$ cat config.mk
export PLATFORM = sky130hd
export DESIGN_NAME = skip_subtractor_seq_flat
export DESIGN_NICKNAME = d
export VERILOG_FILES = /design/src/rtl/skip_subtractor_seq_pkg.sv /design/src/rtl/skip_subtractor_seq_if.sv /design/src/rtl/skip_subtractor_seq_slice.sv /design/src/rtl/skip_subtractor_seq.sv /design/src/flat_wrapper.sv
export SDC_FILE = /design/constraint.sdc
export NUM_CORES = 1
export LEC_CHECK = 0
export ABC_CLOCK_PERIOD_IN_PS = 3600
export BUFFER_PORTS_ARGS = -buffer_cell sky130_fd_sc_hd__buf_4
export CORE_MARGIN = 2
export CORE_UTILIZATION = 45
export CTS_BUF_LIST = sky130_fd_sc_hd__clkbuf_8
export DETAILED_ROUTE_END_ITERATION = 10
export HOLD_SLACK_MARGIN = 0.02
export PLACE_DENSITY = 0.78
export SLEW_MARGIN = 20
export SYNTH_ARGS = -nofsm -noshare
export SYNTH_HDL_FRONTEND = slang
export SYNTH_HIERARCHICAL = 1
export SYNTH_SLANG_ARGS = --single-unit
$ cat constraint.sdc
create_clock -name clk -period 3.6 [get_ports clk]
set_input_delay 0.72 -clock clk [delete_from_list [all_inputs] [get_ports clk]]
set_output_delay 0.72 -clock clk [all_outputs]
set_load 0.05 [all_outputs]
$ cat src/rtl/skip_subtractor_seq_pkg.sv
// rtl/skip_subtractor_seq_pkg.sv - shared constants, FSM state type and slice-count helper
package skip_sub_pkg;

  localparam int SLICE_W = 4;

  typedef enum logic [1:0] {
    IDLE = 2'd0,
    BUSY = 2'd1,
    DONE = 2'd2
  } state_t;

  function automatic int num_slices(input int width);
    return width / SLICE_W;
  endfunction

endpackage

$ cat src/rtl/skip_subtractor_seq_if.sv
// rtl/skip_subtractor_seq_if.sv - operand/result handshake bundle; ovf present only with SKIP_SUB_OVF_EN
interface skip_subtractor_seq_if #(
  parameter int WIDTH = 16
);

  logic             in_valid;
  logic             in_ready;
  logic [WIDTH-1:0] a;
  logic [WIDTH-1:0] b;
  logic             bin;
  logic             out_valid;
  logic             out_ready;
  logic [WIDTH-1:0] diff;
  logic             bout;
`ifdef SKIP_SUB_OVF_EN
  logic             ovf;

  modport master (
    output in_valid, a, b, bin, out_ready,
    input  in_ready, out_valid, diff, bout, ovf
  );

  modport slave (
    input  in_valid, a, b, bin, out_ready,
    output in_ready, out_valid, diff, bout, ovf
  );
`else
  modport master (
    output in_valid, a, b, bin, out_ready,
    input  in_ready, out_valid, diff, bout
  );

  modport slave (
    input  in_valid, a, b, bin, out_ready,
    output in_ready, out_valid, diff, bout
  );
`endif

endinterface

$ cat src/rtl/skip_subtractor_seq_slice.sv
// rtl/skip_subtractor_seq_slice.sv - combinational 4-bit carry-skip slice of a + ~b + cin
module skip_sub_slice
  import skip_sub_pkg::*;
(
  input  logic [SLICE_W-1:0] a4,
  input  logic [SLICE_W-1:0] b4,
  input  logic               cin,
  output logic [SLICE_W-1:0] d4,
  output logic               cout,
  output logic               skip,
  output logic               cmsb
);

  logic [SLICE_W-1:0] p;
  logic [SLICE_W-1:0] g;
  logic [SLICE_W:0]   c;

  assign p = a4 ^ ~b4;
  assign g = a4 & ~b4;

  always_comb begin
    c    = '0;
    c[0] = cin;
    for (int i = 0; i < SLICE_W; i++) begin
      c[i+1] = g[i] | (p[i] & c[i]);
    end
  end

  // Sum bits always ripple; only the slice carry-out is bypassed when every bit propagates.
  assign d4   = p ^ c[SLICE_W-1:0];
  assign skip = &p;
  assign cout = skip ? cin : c[SLICE_W];
  assign cmsb = c[SLICE_W-1];

endmodule

$ cat src/rtl/skip_subtractor_seq.sv
// rtl/skip_subtractor_seq.sv - slice-serial a - b - bin, one 4-bit slice per clock
// Optional signed-overflow output enabled by defining SKIP_SUB_OVF_EN.
module skip_subtractor_seq
  import skip_sub_pkg::*;
#(
  parameter int WIDTH = 16
) (
  input logic                  clk,
  input logic                  rst_n,
  skip_subtractor_seq_if.slave bus
);

  localparam int N     = num_slices(WIDTH);
  localparam int IDX_W = (N > 1) ? $clog2(N) : 1;
  localparam logic [IDX_W-1:0] LAST_IDX = IDX_W'(N - 1);

  state_t             state;
  logic [WIDTH-1:0]   a_r;
  logic [WIDTH-1:0]   b_r;
  logic [WIDTH-1:0]   diff_r;
  logic [IDX_W-1:0]   idx;
  logic               carry;
  logic               bout_r;
  logic               in_ready_r;
  logic               out_valid_r;

  logic [SLICE_W-1:0] a4;
  logic [SLICE_W-1:0] b4;
  logic [SLICE_W-1:0] d4;
  logic               slice_cout;
  logic               slice_skip;
  logic               slice_cmsb;

  assign a4 = a_r[idx*SLICE_W +: SLICE_W];
  assign b4 = b_r[idx*SLICE_W +: SLICE_W];

  // One slice instance, time-multiplexed across the operand by idx.
  skip_sub_slice u_slice (
    .a4   (a4),
    .b4   (b4),
    .cin  (carry),
    .d4   (d4),
    .cout (slice_cout),
    .skip (slice_skip),
    .cmsb (slice_cmsb)
  );

`ifdef SKIP_SUB_OVF_EN
  logic ovf_r;
  logic unused_slice_bits;

  assign unused_slice_bits = slice_skip;
  assign bus.ovf           = ovf_r;
`else
  logic unused_slice_bits;

  assign unused_slice_bits = slice_skip ^ slice_cmsb;
`endif

  always_ff @(posedge clk or negedge rst_n) begin
    if (!rst_n) begin
      state       <= IDLE;
      a_r         <= '0;
      b_r         <= '0;
      diff_r      <= '0;
      idx         <= '0;
      carry       <= 1'b0;
      bout_r      <= 1'b0;
      in_ready_r  <= 1'b1;
      out_valid_r <= 1'b0;
`ifdef SKIP_SUB_OVF_EN
      ovf_r       <= 1'b0;
`endif
    end else begin
      unique case (state)
        IDLE: begin
          if (bus.in_valid) begin
            a_r        <= bus.a;
            b_r        <= bus.b;
            carry      <= ~bus.bin;
            idx        <= '0;
            in_ready_r <= 1'b0;
            state      <= BUSY;
          end
        end
        BUSY: begin
          diff_r[idx*SLICE_W +: SLICE_W] <= d4;
          carry                          <= slice_cout;
          if (idx == LAST_IDX) begin
            bout_r      <= ~slice_cout;
`ifdef SKIP_SUB_OVF_EN
            ovf_r       <= slice_cmsb ^ slice_cout;
`endif
            idx         <= '0;
            out_valid_r <= 1'b1;
            state       <= DONE;
          end else begin
            idx <= idx + 1'b1;
          end
        end
        DONE: begin
          // Return to IDLE only; the next accept waits a cycle for in_ready.
          if (bus.out_ready) begin
            out_valid_r <= 1'b0;
            in_ready_r  <= 1'b1;
            state       <= IDLE;
          end
        end
        default: begin
          state <= IDLE;
        end
      endcase
    end
  end

  assign bus.in_ready  = in_ready_r;
  assign bus.out_valid = out_valid_r;
  assign bus.diff      = diff_r;
  assign bus.bout      = bout_r;

endmodule

$ cat src/flat_wrapper.sv
// flat-port wrapper written by rule: the top's interface ports become plain ports
module skip_subtractor_seq_flat import skip_sub_pkg::*;
#(
  parameter int WIDTH = 16
)
  (clk, rst_n, bus_in_valid, bus_a, bus_b, bus_bin, bus_out_ready, bus_in_ready, bus_out_valid, bus_diff, bus_bout);
  skip_subtractor_seq_if #(.WIDTH(WIDTH)) bus_i ();
  input logic clk;
  input logic rst_n;
  input wire logic [$bits(bus_i.in_valid)-1:0] bus_in_valid;
  input wire logic [$bits(bus_i.a)-1:0] bus_a;
  input wire logic [$bits(bus_i.b)-1:0] bus_b;
  input wire logic [$bits(bus_i.bin)-1:0] bus_bin;
  input wire logic [$bits(bus_i.out_ready)-1:0] bus_out_ready;
  output wire logic [$bits(bus_i.in_ready)-1:0] bus_in_ready;
  output wire logic [$bits(bus_i.out_valid)-1:0] bus_out_valid;
  output wire logic [$bits(bus_i.diff)-1:0] bus_diff;
  output wire logic [$bits(bus_i.bout)-1:0] bus_bout;
  assign bus_i.in_valid = bus_in_valid;
  assign bus_i.a = bus_a;
  assign bus_i.b = bus_b;
  assign bus_i.bin = bus_bin;
  assign bus_i.out_ready = bus_out_ready;
  assign bus_in_ready = bus_i.in_ready;
  assign bus_out_valid = bus_i.out_valid;
  assign bus_diff = bus_i.diff;
  assign bus_bout = bus_i.bout;
  skip_subtractor_seq #(.WIDTH(WIDTH)) u_core (.clk(clk), .rst_n(rst_n), .bus(bus_i));
endmodule
After elaboration in Yosys (flattened, before gate mapping):

Cells that the tools add are included.
Widths: inputs -> output; s select.

* register bits after elaboration: 56
* input port bits: 37
* word-level logic and storage cells: 63

* $add $sub $neg: 2
* eq/ne operators: 6
* shift operators: 4
* muxes and demuxes: 17
* bitwise logic cells: 14
* reduce and logical (&&, ||, !) cells: 11

Operator list (count)
* $neg 4->34: 1
* $shift 4x34->16 const A: 1
* $shiftx 4x34->16: 1
* $shiftx 16x5->4: 2
* $bwmux 16: 1
* $mux 2: 5
* $reduce_and 3->1: 3
* $xor 4x4->4: 2
* $mux 1: 6
* $pmux 1 s2: 3
* $pmux 2 s3: 1
* $reduce_and 2->1: 3
* $reduce_bool 2->1: 3
* $and 1x1->1: 4
* $and 4x4->4: 1
* $eq 2x2->1 const B: 2
* $ne 2x2->1 const B: 2
* $not 4->4: 1
* $or 1x1->1: 4
* $pmux 2 s2: 1
* $reduce_and 4->1: 1
* $add 2x1->2 const B: 1
* $eq 2x1->1 const B: 1
* $logic_not 2->1: 1
* other kinds (2): 3

Logic depth before layout (Yosys ltp):

Gate-level depths: netlist of the first run.

* depth in word-level cells: 13
* depth in mapped cells: 13
* depth with buffers taken out: 12

By module:

The synthesis of the first run kept the hierarchy.

By module, submodules not included
* skip_subtractor_seq: instances 1, cells an instance 189, area each 2549.9 µm², seq. area each 1402.6 µm²
* skip_sub_slice: instances 1, cells an instance 22, area each 196.4 µm², seq. area each 0.0 µm²

Worst setup path before layout of the first run:

Ideal clock, no wire load.

* path kind: reg2reg
* from: register u_core.idx[0]
* to: register u_core.diff_r[11] (netlist: u_core/bus.diff[11])
* library setup time: 84 ps
* arrival time: 2989 ps
* data required time: 3516 ps
* slack: 528 ps
* cell stages (with the launch flop): 13
* period minus slack after synthesis: 3072 ps
* path through: dfrtp_1 > buf_6 > mux4_2 > fa_1 > inv_1 > fa_1 > inv_1 > fa_1 > inv_1 > fa_1 > inv_1 > nand2_1 > o21ai_0

RTL lines
* from (decl): RTL line skip_subtractor_seq.sv:21 `logic [IDX_W-1:0] idx;`
* from (signal assigned): RTL line skip_subtractor_seq.sv:98 `idx <= idx + 1'b1;`
* $shiftx 16x5->4 *: RTL line skip_subtractor_seq.sv:34 `assign a4 = a_r[idx*SLICE_W +: SLICE_W];`
* net u_core.a4[0]: RTL line skip_subtractor_seq.sv:27 `logic [SLICE_W-1:0] a4;`
* $xor 4x4->4: RTL line skip_subtractor_seq_slice.sv:18 `assign p = a4 ^ ~b4;`
* $and 1x1->1: RTL line skip_subtractor_seq_slice.sv:25 `c[i+1] = g[i] | (p[i] & c[i]);`
* $or 1x1->1 *: RTL line skip_subtractor_seq_slice.sv:25
* $and 1x1->1 *: RTL line skip_subtractor_seq_slice.sv:25
* $or 1x1->1 *: RTL line skip_subtractor_seq_slice.sv:25
* $and 1x1->1 *: RTL line skip_subtractor_seq_slice.sv:25
* $or 1x1->1 *: RTL line skip_subtractor_seq_slice.sv:25
* net u_core.slice_cmsb: RTL line skip_subtractor_seq.sv:32 `logic slice_cmsb;`
* $xor 4x4->4 *: RTL line skip_subtractor_seq_slice.sv:30 `assign d4 = p ^ c[SLICE_W-1:0];`
* net u_core.d4[3]: RTL line skip_subtractor_seq.sv:29 `logic [SLICE_W-1:0] d4;`
* $shiftx 4x34->16 *: RTL line skip_subtractor_seq.sv:87 `diff_r[idx*SLICE_W +: SLICE_W] <= d4;`
* $bwmux 16 *: RTL line skip_subtractor_seq.sv:87
* to (signal assigned): RTL line skip_subtractor_seq.sv:65 `diff_r <= '0;`
* to (signal, indexed assignment): RTL line skip_subtractor_seq.sv:87
* to (decl): RTL line skip_subtractor_seq.sv:20 `logic [WIDTH-1:0] diff_r;`

The timed path passes the listed nets; every way through them passes the cells marked *.
A chain may end at the register's enable or synchronous reset.

Final worst setup path of the first run:

* from: register u_core.idx[0]
* to: register u_core.diff_r[15] (netlist: u_core/bus.diff[15])

The elaborated chain is that of the path after synthesis.

==> out/summary.md, run 1 <==
The flow ran to the end, and the final reports show no timing, DRC or antenna violations. For this run, design rule violations remaining after detail routing come to 0. VDD sags by at most 0.519 mV.

The measured slew at the worst slew-check pin is 858 ps, and the antenna cell count is 0. The number of hold buffers added after CTS was 0. The tools report the initial core utilization as 0.464.

The worst slew slack as a fraction of its limit was 0.426; the post-route setup TNS was 0 ps. STA classifies the critical path endpoint as a flop. The core region is 5920 um^2. The largest fanout on the critical path was 8; the total wirelength of the detailed-routed design was 5240 um. Compound-gate portion of the synthesized area: 0.0597. The detail-routed via count per cell came out at 5.11. The longest clock path from root to sink contains 2 buffers. Synthesis produced 211 cells. The simple logic cell fraction of the synthesized area is 0.113. For the number of buffers added by the clock tree synthesis step, the log shows 5. Net switching component of the power: 1.47 mW. The count of nets left with antenna violations once routing finished came out at 0. For the number of global-route vias before repair, the log shows 1781. The average wire per cell in the routed design came out at 15.3 um. The proportion of power drawn by flip-flops and latches came out at 0.337. The run gives 0.169 as the global-route usage over all layers. The root buffer selected by CTS is sky130_fd_sc_hd__clkbuf_8.

The maximum clock frequency was 321 MHz. The worst hold-check path type is input pin to asynchronous set/reset pin. The filler cells instantiated in the layout total 504. The tools report the leftover overflow at the end of global routing as 0. Across all layers, the routed design uses 1754 vias. The half-perimeter wire length after placement came out at 3920 um.

In this run the power density over the cells is 1010 nW/um^2. At the placement stage, the worst setup path has a slack of 472 ps. Library cell contributing the largest single delay on the critical path: sky130_fd_sc_hd__mux4_2. For the clock share of power, the log shows 0.106. The logs give 0 for the number of antenna violations at the first check in global routing and 310 ps for the insertion delay of the later-clocked pin in the worst-skew pair. Row generation in the floorplan step produced 28 rows. Setup violations remaining at the end of the flow were counted as 0.

The worst path arrival time was 3340 ps. The average size of a mapped cell is 13.0 um^2, and the die height is 82.1 um. STA classifies the critical path startpoint as a flop. The number of buffers inserted by port buffering was 55; the biggest cell delay along the critical path was 600 ps. Final critical path time including I/O delays and setup: 3110 ps. After detailed placement, the total cell area comes to 3210 um^2. The reported max-cap violation count was 0. The chip width is 82.1 um, and the slack of the critical path is 489 ps. For this run, the number of Yosys warnings is 6. The ratio of cells with drive above 1 in the final layout came out at 0.410.

The final count of hold timing violations came out at 0. Clock tree synthesis found a total of 56 sinks. Setup repair after global routing left no endpoint under its margin. After clock tree synthesis, the clock-pin slew on the worst setup and hold paths is 100 ps. Sequential area share after synthesis: 0.511. In the synthesized netlist the dominant register cell turns out to be sky130_fd_sc_hd__dfrtp_1. Required time of the critical path: 3830 ps.

The synthesized netlist contains 34 unique library cells. The run gives 0 as the post-CTS setup repair buffer count. The pin count of the biggest net entering global routing came out at 57. The critical path goes through mux4_2 > fa_1 > inv_1 > fa_1 > inv_1 > fa_1 > inv_1 > fa_1 > inv_1 > nand2_1 > o21ai_0. The tools report the final weighted congestion in routability-driven placement as 0.780. The first global-routing pass estimated 8610 um of wire. For the iteration-0 DRC count of the detailed router, the log shows 66. The I/O pin count came out at 56.

Between clock sinks in the finished design, the worst skew comes to 6.87 ps. The total power is 3.33 mW. Once layout is done, the placed cells without fillers occupy 3300 um^2.

The die covers 6740 um^2. The area overhead of the layout relative to synthesis came out at 20.2%. The multiplexer area fraction after synthesis was 0.202. The synthesized design contains 0 enable-type register cells. The adder-cell share of the synthesized area is 0.0702. The final critical-path share of the clock period came out at 0.864. After synthesis, the largest family of logic cells by area is multiplexers. The net count of the finished layout is 317. The net count after synthesis was 261.

The first detailed-routing pass ran for 5 iterations. Cell internal power was estimated by the tool at 1.86 mW. The share of async-settable or async-resettable flops after synthesis is 1.00.

TritonCTS built the clock tree. In this run the static leakage power is 1.53 nW. The synthesized-area fraction occupied by xor and xnor cells is 0, and the number of placed cells counting well taps is 335. The switching portion of total power is 0.441, and the number of cells upsized or downsized after cts is 0.

The number of max-slew violations in the final report was 0; the final cell count without fillers was 343. The logs give 0.557 for the proportion of power drawn by combinational gates and 2 for the number of H-tree levels. After synthesis the netlist holds a flip-flop and latch count of 56. The synthesized netlist occupies a cell area of 2750 um^2. The type of the setup path with the least slack was flop to flop.
## final cells by class
cell class | instances | area [um^2] | share of cell area
clock inverter | 2 | 11.3 | 0.00341
inverter | 17 | 63.8 | 0.0193
sequential | 56 | 1400 | 0.425
clock buffer | 6 | 82.6 | 0.0250
timing repair buffer | 57 | 428 | 0.130
multi-input combinational | 130 | 1220 | 0.369
tap | 75 | 93.8 | 0.0284
## metrics by stage
step            util  hold WS [ps]
3_3_place_gp   0.542           465
2_1_floorplan      -           424
3_5_place_dp   0.542           476
5_1_grt        0.558           500
6_report       0.558           443
4_1_cts        0.558           473
## power by group through the flow
stage | logic, mW | registers (mW) | clock network [mW]
detailed placement | 1.86 | 1.14 | 0
global route | 2.03 | 1.17 | 0.387
global placement | 1.81 | 1.12 | 0
finish | 1.86 | 1.12 | 0.352
floorplan | 1.22 | 1.28 | 0
CTS | 1.87 | 1.13 | 0.363
## worst max-delay path, delay by kind of cell (launching register included)
| kind | cells | cell delay (ps) |
|---|---|---|
| AOI/OAI and AO/OA | 1 | 150 |
| adders and majority gates | 4 | 1340 |
| buffers and inverters | 4 | 330 |
| DFF | 1 | 550 |
| muxes | 1 | 600 |
| and+or+nand+nor | 1 | 60 |
## cells by family (layout without fill, tap and decap cells)
kind of cell | Yosys count | count (layout)
multiplexers | 41 | 41
AO/OA/AOI/OAI | 28 | 28
adder cells (fa/ha/maj) | 13 | 13
flip-flops | 56 | 56
buffers and inverters | 25 | 82
AND/OR/NAND/NOR | 48 | 48
## routing by layer
metal / GRT usage / up-vias / share of wire
met5: 0 / - / 0
met4: 0.0300 / 0 / 0.0048
met3: 0.0446 / 4 / 0.058
met2: 0.264 / 56 / 0.47
met1: 0.243 / 853 / 0.46
li1: - / 841 / -
## Yosys cell counts, types with 3 or more instances
library cell	n	area [um^2]
sky130_fd_sc_hd__mux2_2	30	338
sky130_fd_sc_hd__fa_1	4	80.1
sky130_fd_sc_hd__ha_1	9	113
sky130_fd_sc_hd__a21oi_1	5	25.0
sky130_fd_sc_hd__mux4_2	7	158
sky130_fd_sc_hd__buf_4	3	22.5
sky130_fd_sc_hd__a22o_1	3	26.3
sky130_fd_sc_hd__nand3b_1	3	22.5
sky130_fd_sc_hd__inv_1	17	63.8
sky130_fd_sc_hd__nand2_1	31	116
sky130_fd_sc_hd__nor2_1	3	11.3
sky130_fd_sc_hd__o21ai_0	16	80.1
sky130_fd_sc_hd__dfrtp_1	55	1380
sky130_fd_sc_hd__nor4b_4	3	71.3
## cells in the final DEF, fill, tap and decap left out
cell type,count
sky130_fd_sc_hd__buf_4,57
sky130_fd_sc_hd__dfrtp_1,55
sky130_fd_sc_hd__nand2_1,31
sky130_fd_sc_hd__mux2_2,30
sky130_fd_sc_hd__inv_1,18
sky130_fd_sc_hd__o21ai_0,16
sky130_fd_sc_hd__ha_1,9
sky130_fd_sc_hd__mux4_2,7
sky130_fd_sc_hd__clkbuf_8,6
sky130_fd_sc_hd__a21oi_1,5
sky130_fd_sc_hd__fa_1,4
sky130_fd_sc_hd__nor2_1,3
sky130_fd_sc_hd__nand3b_1,3
sky130_fd_sc_hd__nor4b_4,3
sky130_fd_sc_hd__a22o_1,3
sky130_fd_sc_hd__mux2_1,2
sky130_fd_sc_hd__clkinvlp_4,1
sky130_fd_sc_hd__mux4_1,1
sky130_fd_sc_hd__o41ai_1,1
sky130_fd_sc_hd__nand2b_4,1
sky130_fd_sc_hd__nand2b_1,1
sky130_fd_sc_hd__nor2_4,1
sky130_fd_sc_hd__o31ai_1,1
sky130_fd_sc_hd__nor2b_1,1
sky130_fd_sc_hd__a22oi_1,1
sky130_fd_sc_hd__o31a_1,1
sky130_fd_sc_hd__and4bb_2,1
sky130_fd_sc_hd__nand3b_4,1
sky130_fd_sc_hd__nand4_1,1
sky130_fd_sc_hd__dfstp_2,1
sky130_fd_sc_hd__and4_4,1
sky130_fd_sc_hd__mux2i_1,1
## final timing paths
path | start | endpoint | slack (ps) | depth (start not counted)
max in group asynchronous | rst_n | u_core/b_r[7] | 2690 | 1
min in group clk | u_core/bus.diff[5] | u_core/bus.diff[5] | 490 | 2
worst min-delay path | rst_n | u_core/bus.diff[9] | 440 | 1
worst min register to register | u_core/bus.diff[5] | u_core/bus.diff[5] | 490 | 2
worst max-delay path | u_core/idx[0] | u_core/bus.diff[15] | 490 | 11
worst max register to register | u_core/idx[0] | u_core/bus.diff[15] | 490 | 11
## sequential cells by signal, indices dropped and copies added, names as in the netlist
register              cells
u_core/a_r               16
u_core/b_r               16
u_core/bus.diff          16
u_core/idx                2
u_core/state              2
u_core/bus.bout           1
u_core/bus.in_ready       1
u_core/bus.out_valid      1
u_core/carry              1
Power figures use the tool's default switching activity.
==> inputs of run 2 (changes only) <==
Settings changed: SYNTH_HIERARCHICAL 1 to default.
==> run 2 against run 1 <==
Global-route usage is 1.7 points higher. Sequential power is 5% lower. Clock skew is 0.74 ps lower. Flip-flop and latch count stayed put. Largest power group unchanged. Design area is 1.6% lower. Utilization is 0.23 points lower. Worst setup slack better by 130 ps. Highest routed layer unchanged. Fmax is 4.3% higher.
==> out/summary.md, run 2 <==
The flow ran to the end, and the final reports show no timing, DRC or antenna violations. The number of detailed-route iterations in the first pass is 4 (-1), and the final critical path time including I/O delays and setup is 2980 ps (-128 ps). Number of fill cells: 533 (+5.8%).

The logs give 5 (unchanged) for the number of buffers added by the clock tree synthesis step and 0 (unchanged) for the leftover overflow at the end of global routing. In this run the worst hold path is classified as input pin to asynchronous set/reset pin. The chip width is 81.5 um (-0.80%), and the largest fanout on the critical path is 17 (+9). The run gives 0.545 (+0.119) as the worst slew slack as a fraction of its limit. The number of core rows was 28 (unchanged).

The detail-routed via count per cell was 5.02 (-1.8%); the average size of a mapped cell was 10.8 um^2 (-17%). The total DRC errors in the routed layout came out at 0 (unchanged). TritonCTS built the clock tree. The insertion delay of the later-clocked pin in the worst-skew pair is 300 ps (about the same). The power per standard cell area is 999 nW/um^2 (-0.97%). The share of Yosys cell area claimed by the top area cell type was 0.510 (+0.00859); the core footprint was 5850 um^2 (-1.2%). For the final weighted congestion in routability-driven placement, the log shows 0.796 (+2.0%). Root buffer selected by CTS: sky130_fd_sc_hd__clkbuf_8. Among all flip-flop cells after synthesis, the most frequent one is sky130_fd_sc_hd__dfrtp_1. The number of antenna violations at the first check in global routing was 0 (unchanged); the pin count of the biggest net entering global routing was 57 (unchanged). Ranked by total cell area, the synthesized netlist is headed by sky130_fd_sc_hd__dfrtp_1 51%, sky130_fd_sc_hd__nand2_1 14%, sky130_fd_sc_hd__mux4_2 6.7%.

Share of async-settable or async-resettable flops after synthesis: 1.00 (unchanged). Most common cell after layout, fill and taps aside: sky130_fd_sc_hd__nand2_1. For the number of cells upsized or downsized after cts, the log shows 0 (unchanged). The count of hold-fix buffers inserted at cts came out at 0 (unchanged). The die height was 81.5 um (-0.80%); the ratio of cells with drive above 1 in the final layout was 0.267 (-0.143).

The worst supply voltage drop on vdd came out at 0.475 mV (-8.5%). The number of clock sinks seen by CTS came out at 56 (unchanged). The synthesized design spends more area on one cell type than any other, namely sky130_fd_sc_hd__dfrtp_1. For the via count, the log shows 1898 (+8.2%). The worst setup path is launched from a flop. Among all stages on the critical path, the largest delay is contributed by sky130_fd_sc_hd__mux4_2. The top cell types in the final layout, fill and taps aside, are 101 x sky130_fd_sc_hd__nand2_1, 58 x sky130_fd_sc_hd__buf_4, 55 x sky130_fd_sc_hd__dfrtp_1.

For the sequential area share after synthesis, the log shows 0.519 (+0.00876). In this design, the critical path's most frequently occurring cell is sky130_fd_sc_hd__fa_1. The summed instance area of the synthesized netlist is 2700 um^2 (-1.7%).

Counting instances in the post-synthesis netlist gives the leading cell types as 101 x sky130_fd_sc_hd__nand2_1, 55 x sky130_fd_sc_hd__dfrtp_1, 16 x sky130_fd_sc_hd__a22o_1. The critical path is of the flop to flop type. The destination of the critical timing path is u_core.bus.diff[11]. The worst register-to-register path ends at u_core.bus.diff[11]. The measured slew at the worst slew-check pin came out at 683 ps (-176 ps).

The number of buffers inserted by port buffering came out at 55 (unchanged). The tools report the global-route usage over all layers as 0.186 (+0.0168). The internal reg-to-reg setup slack came out at 620 ps (+130 ps).

The post-route setup TNS was 0 ps (unchanged); the post-CTS setup repair buffer count was 0 (unchanged). The tools report the first-pass GRT wire length as 9350 um (+8.6%). Iteration-0 DRC count of the detailed router: 74 (+12%).

The biggest cell delay along the critical path was 590 ps (about the same). The reported max-cap violation count was 0 (unchanged); the initial core utilization was 0.462 (-0.00236). The worst path arrival time is 3180 ps (-160 ps). The critical path starts at u_core.idx[0]. Required time of the critical path: 3790 ps (-40 ps).

The half-perimeter wire length after placement is 4010 um (+2.3%), and the final critical-path share of the clock period is 0.829 (-0.0354). The leakage power was 1.68 nW (+9.8%). The count of endpoints failing setup in the final report was 0 (unchanged); the total wirelength of the detailed-routed design was 5490 um (+4.7%).

The die footprint is 6640 um^2 (-1.6%), and the net count after synthesis is 301 (+15%). The I/O pin count was 56 (unchanged); the maximum clock frequency was 335 MHz (+4.3%). The signal on the critical path passes through buf_4 > mux4_2 > fa_1 > fa_1 > fa_1 > a22o_1.

The cell depth of the worst flop-to-flop path was 6 (-5); the number of flops mapped to enable cells by yosys was 0 (unchanged). In this run the critical register-to-register path is launched from u_core.idx[0]. By instance count, the leading cell after synthesis is sky130_fd_sc_hd__nand2_1. The count of state elements after synthesis is 56 (unchanged).

Setup repair after global routing left no endpoint under its margin. The remaining antenna violation count came out at 0 (unchanged). Largest buffer count on any clock path: 2 (unchanged). The clock edge transition at the registers on the reported setup and hold paths is 100 ps (about the same). The run gives 0 (unchanged) as the number of max-slew violations in the final report.

The logs give 0 (unchanged) for the antenna cell count and 30 (-12%) for the post-synthesis cell type count. The final count of hold timing violations is 0 (unchanged), and the average wire per cell in the routed design is 14.5 um (-5.0%). For the final layout net count, the log shows 353 (+11%).

The tools report the final cell count without fillers as 378 (+10%). STA classifies the critical path endpoint as a flop. The logs give 1962 (+10%) for the number of global-route vias before repair and 0.555 (-0.00230) for the utilization after layout. The number of placed cells counting well taps was 370 (+10%); the synthesized instance count was 250 (+18%). The number of H-tree levels was 2 (unchanged); the worst clock skew was 6.13 ps (-0.738 ps).

Number of warnings issued by yosys: 0 (-6). The area overhead of the layout relative to synthesis came out at 20.3% (about the same).
## run 2: cell families (layout without fill, tap and decap cells)
logic type | after synthesis | count (layout) | share of synthesized area
compound gates | 26 | 26 | 0.0737
fa+ha+maj | 14 | 14 | 0.0760
buf+inv | 25 | 78 | 0.0584
flops | 56 | 56 | 0.519
mux | 11 | 11 | 0.0788
simple gates | 118 | 118 | 0.194
## run 2: layout make-up
cell class	count	area, um^2	area share
inverter	12	45.0	0.0139
tap	75	93.8	0.0289
timing repair buffer	58	435	0.134
multi-input combinational	169	1150	0.353
sequential	56	1400	0.432
clock inverter	1	30.0	0.00924
clock buffer	7	96.3	0.0296
## run 2: metrics by stage
step | worst slack (ps) | hold slack, ps | instance area, um^2 | power [mW]
after CTS | 601 | 480 | 3250 | 3.28
after global routing | 482 | 513 | 3250 | 3.53
after floorplan | 697 | 424 | 2700 | 2.37
after detailed placement | 612 | 462 | 3120 | 2.82
final | 617 | 456 | 3250 | 3.25
after global placement | 714 | 458 | 3120 | 2.73
## run 2: worst min-delay path by stage
stage / from / endpoint / slack (ps) / cells past startpoint
after global placement: u_core.b_r[1] / u_core.b_r[1] / 460 / 2
after detailed placement: u_core.a_r[3] / u_core.a_r[3] / 460 / 2
after floorplan: rst_n / u_core.a_r[0] / 420 / 0
after global routing: u_core.a_r[0] / u_core.a_r[0] / 510 / 2
final: rst_n / u_core.bus.out_valid / 460 / 1
after CTS: rst_n / u_core.bus.diff[7] / 480 / 1
## run 2: per-layer routing
metal	GRT usage	share of wire
met4	0.0407	0.0056
met2	0.313	0.49
met1	0.251	0.46
met5	0	0
met3	0.0374	0.044
## run 2: report_power, final
group	switching [mW]	internal [mW]	total [mW]
sequential	0.166	0.892	1.06
clock	0.194	0.246	0.440
combinational	1.07	0.677	1.75
## run 2: worst max-delay path, delay by kind of cell, from the launching register on
family / cells / cell delay, ps
fa+ha+maj: 3 / 1390
buf+inv: 1 / 280
mux: 1 / 590
flops: 1 / 380
compound gates: 1 / 240
==> inputs of run 3 (changes only) <==
Settings changed: ABC_AREA from default to 1, ABC_CLOCK_PERIOD_IN_PS 3600 to 2850, PLACE_DENSITY 0.78 to 0.77.
Clock period 3.6 ns to 2.85 ns, I/O delays scaled along.
==> run 3 against run 2 <==
Design area increased by 3.2%. Global-route usage decreased by 0.13 points. Combinational power increased by 33%. Critical endpoint is now u_core.bus.diff[7]. Highest routed layer unchanged.
==> out/summary.md, run 3 <==
The flow ran to the end, and the final reports show no timing, DRC or antenna violations. The logs give 1.45 ps (-611 ps) for the worst setup slack after placement and 0.567 (+0.0112) for the utilization after layout. The tools report the global-route usage over all layers as 0.185 (-0.00131). Leaving out fill and tap cells, the most frequent cells in the layout are 111 x sky130_fd_sc_hd__nand2_1, 61 x sky130_fd_sc_hd__buf_4, 53 x sky130_fd_sc_hd__dfrtp_1.

The logs give 0 (unchanged) for the total DRC errors in the routed layout and 2295 (+21%) for the via count. The min-delay analysis places its worst path in the category input pin to asynchronous set/reset pin. For the number of antenna violations at the first check in global routing, the log shows 0 (unchanged). The number of warnings issued by yosys was 0 (unchanged); the number of core rows was 28 (unchanged).

The net switching component of the power is 1.99 mW (+39%), and the proportion of power drawn by flip-flops and latches is 0.323 (-0.003). The area growth from synthesis to layout is 21.0%. The logs give 6810 um^2 (+2.6%) for the die footprint and 9760 um (+4.4%) for the first-pass GRT wire length. The tools report the post-synthesis cell type count as 23 (-23%). The number of buffers added by the clock tree synthesis step was 5 (unchanged); the share of async-settable or async-resettable flops after synthesis was 1.00 (unchanged). The count of hold-fix buffers inserted at cts is 0 (unchanged), and the remaining antenna violation count is 0 (unchanged).

The final layout net count is 434 (+23%), and the sequential area share after synthesis is 0.506 (-0.0136). The run gives 329 (+32%) as the synthesized instance count. The final critical-path share of the clock period was 0.951 (+0.123); the count of state elements after synthesis was 56 (unchanged). Total area of multi-input combinational cells: 1190 um^2 (+3.9%). The largest fanout on the critical path is 5 (-12), and the required time of the critical path is 3090 ps (-700 ps).

The logs give 0 (unchanged) for the final count of hold timing violations and 2770 um^2 (+2.7%) for the summed instance area of the synthesized netlist. The number of flops mapped to enable cells by yosys is 0 (unchanged), and the measured slew at the worst slew-check pin is 690 ps (+7.02 ps). Sorting the synthesized cells by area gives the leading types as sky130_fd_sc_hd__dfrtp_1 50%, sky130_fd_sc_hd__nand2_1 15%, sky130_fd_sc_hd__nand3_1 9.0%. The count of endpoints failing setup in the final report was 0 (unchanged); the iteration-0 DRC count of the detailed router was 75 (+1.4%).

The flip-flop cell with the highest count after synthesis is sky130_fd_sc_hd__dfrtp_1. For the core footprint, the log shows 5920 um^2 (+1.2%). The run gives 0.553 (+0.015) as the proportion of power drawn by combinational gates. The I/O pin count came out at 56 (unchanged).

The worst path arrival time is 2950 ps (-230 ps), and the average size of a mapped cell is 8.43 um^2 (-22%). The average wire per cell in the routed design is 12.6 um (-14%). The reported max-cap violation count was 0 (unchanged); the detail-routed via count per cell was 5.00 (-0.42%). The largest buffer count on any clock path came out at 2 (unchanged). The worst slew slack as a fraction of its limit was 0.540 (-0.00468). The tree is rooted in a sky130_fd_sc_hd__clkbuf_8.

The chip width came out at 82.5 um (+1.3%). TritonCTS built the clock tree. The die height is 82.5 um (+1.3%).

The critical path in this run is classified as flop to flop. Yosys instantiated no cell more often than sky130_fd_sc_hd__nand2_1. For the leakage power, the log shows 1.75 nW (+4.0%). The slack of the critical path was 139 ps (-478 ps).

Leaving out fill and tap cells, the most frequent cell in the layout is sky130_fd_sc_hd__nand2_1. The internal portion of total power was 2.20 mW (+21%). The number of clock sinks seen by CTS was 56 (unchanged). The run gives 310 ps (about the same) as the insertion delay of the later-clocked pin in the worst-skew pair.

The clock share of power was 0.124 (-0.011); the number of max-slew violations in the final report was 0 (unchanged). The clock edge transition at the registers on the reported setup and hold paths is 100 ps (about the same), and the number of buffers inserted by port buffering is 55 (unchanged). The power per standard cell area works out to 1250 nW/um^2 (+25%).

Of all cell types, the one taking the most synthesized area is sky130_fd_sc_hd__dfrtp_1. The initial core utilization was 0.468 (+0.00680); the net count after synthesis was 380 (+26%). The sequential cell area in the final layout is 1410 um^2 (+0.18%), and the worst clock skew is 7.76 ps (+1.63 ps).

The most critical setup path has its startpoint at u_core.idx[0]. Ranked by instance count, the synthesized netlist is headed by 111 x sky130_fd_sc_hd__nand2_1, 55 x sky130_fd_sc_hd__dfrtp_1, 50 x sky130_fd_sc_hd__nand3_1. The logs give 5760 um (+5.0%) for the total wirelength of the detailed-routed design and 554 (+3.9%) for the number of fill cells. Startpoint of the worst-slack reg-to-reg timing path: u_core.idx[0]. The ratio of cells with drive above 1 in the final layout is 0.214 (-0.0538). The final weighted congestion in routability-driven placement is 0.794 (-0.20%), and the final critical path time including I/O delays and setup is 2710 ps (-272 ps). STA classifies the critical path startpoint as a flop.

The worst supply voltage drop on vdd is 0.657 mV (+38%), and the pin count of the biggest net entering global routing is 57 (unchanged). The switching portion of total power came out at 0.475 (+0.0344). STA classifies the critical path endpoint as a flop. The run gives 0 (unchanged) as the antenna cell count.

The tools report the number of H-tree levels as 2 (unchanged). The logs give 369 MHz (+10%) for the maximum clock frequency and 4210 um (+4.9%) for the half-perimeter wire length after placement. The number of global-route vias before repair is 2176 (+11%). The leftover overflow at the end of global routing was 0 (unchanged). The share of Yosys cell area claimed by the top area cell type is 0.496 (-0.0133), and the number of detailed-route iterations in the first pass is 4 (unchanged).
## run 3: path summary, 6_finish.rpt
check	slack, ps	endpoint	depth (start not counted)
max in group asynchronous	2060	u_core.idx[0]	1
worst min register to register	480	u_core.a_r[5]	2
worst max-delay path	140	u_core.bus.diff[7]	11
worst min-delay path	290	u_core.bus.diff[13]	1
min in group clk	450	u_core.state[1]	2
worst max register to register	140	u_core.bus.diff[7]	11
## run 3: logic make-up (layout without fill, tap and decap cells)
group / count (synthesis) / count (layout) / share of synthesized area
adders and majority gates: 14 / 14 / 0.0740
buffers and inverters: 37 / 92 / 0.0663
DFF: 56 / 56 / 0.506
AOI/OAI and AO/OA: 41 / 41 / 0.0799
and+or+nand+nor: 181 / 181 / 0.274
## run 3: final cells by class
type	instances	share of cell area
Sequential cell	56	0.419
Multi-Input combinational cell	236	0.355
Timing Repair Buffer	61	0.137
Tap cell	75	0.0280
Inverter	22	0.0261
Clock buffer	5	0.0205
Clock inverter	3	0.0127
Timing Repair inverter	1	0.00224
## run 3: power by group through the flow
stage	Sequential (mW)	Clock, mW	Combinational (mW)
floorplan	1.58	0	1.45
global route	1.39	0.558	2.62
finish	1.35	0.518	2.32
detailed placement	1.35	0	2.28
CTS	1.34	0.527	2.30
global placement	1.34	0	2.24
## run 3: critical path, stage by stage, from the launching register on
cell and delay, ps:
sky130_fd_sc_hd__dfrtp_2 430, sky130_fd_sc_hd__clkinvlp_4 130, sky130_fd_sc_hd__o211ai_1 180, sky130_fd_sc_hd__nand2_1 100, sky130_fd_sc_hd__inv_1 80, sky130_fd_sc_hd__fa_1 160
sky130_fd_sc_hd__inv_1 50, sky130_fd_sc_hd__fa_2 340, sky130_fd_sc_hd__fa_2 350, sky130_fd_sc_hd__fa_1 560, sky130_fd_sc_hd__nand3_1 110, sky130_fd_sc_hd__o21ai_1 150
## run 3: metrics by stage
step / hold WS [ps] / cell area, um^2 / total power [mW] / instances / setup TNS (ps)
detailed placement: 457 / 3230 / 3.63 / 450 / 0
floorplan: 274 / 2770 / 3.03 / 329 / 0
CTS: 318 / 3340 / 4.16 / 458 / 0
global placement: 456 / 3230 / 3.57 / 450 / 0
finish: 293 / 3350 / 4.19 / 459 / 0
global route: 363 / 3350 / 4.57 / 459 / -14.0
## run 3: repair_timing
action / 4_1_cts / 5_1_grt
resized for setup: 2 / 8
pin swaps: 0 / 3
cloned: 0 / 1
buffers inserted: 0 / 0
endpoints found under the setup margin: 1 / 4
## run 3: layer usage
metal / global-route usage / share of wire / vias up
met5: 0 / 0 / -
li1: - / - / 1172
met1: 0.254 / 0.47 / 1051
met4: 0.0393 / 0.010 / 0
met3: 0.0391 / 0.056 / 7
met2: 0.303 / 0.47 / 65
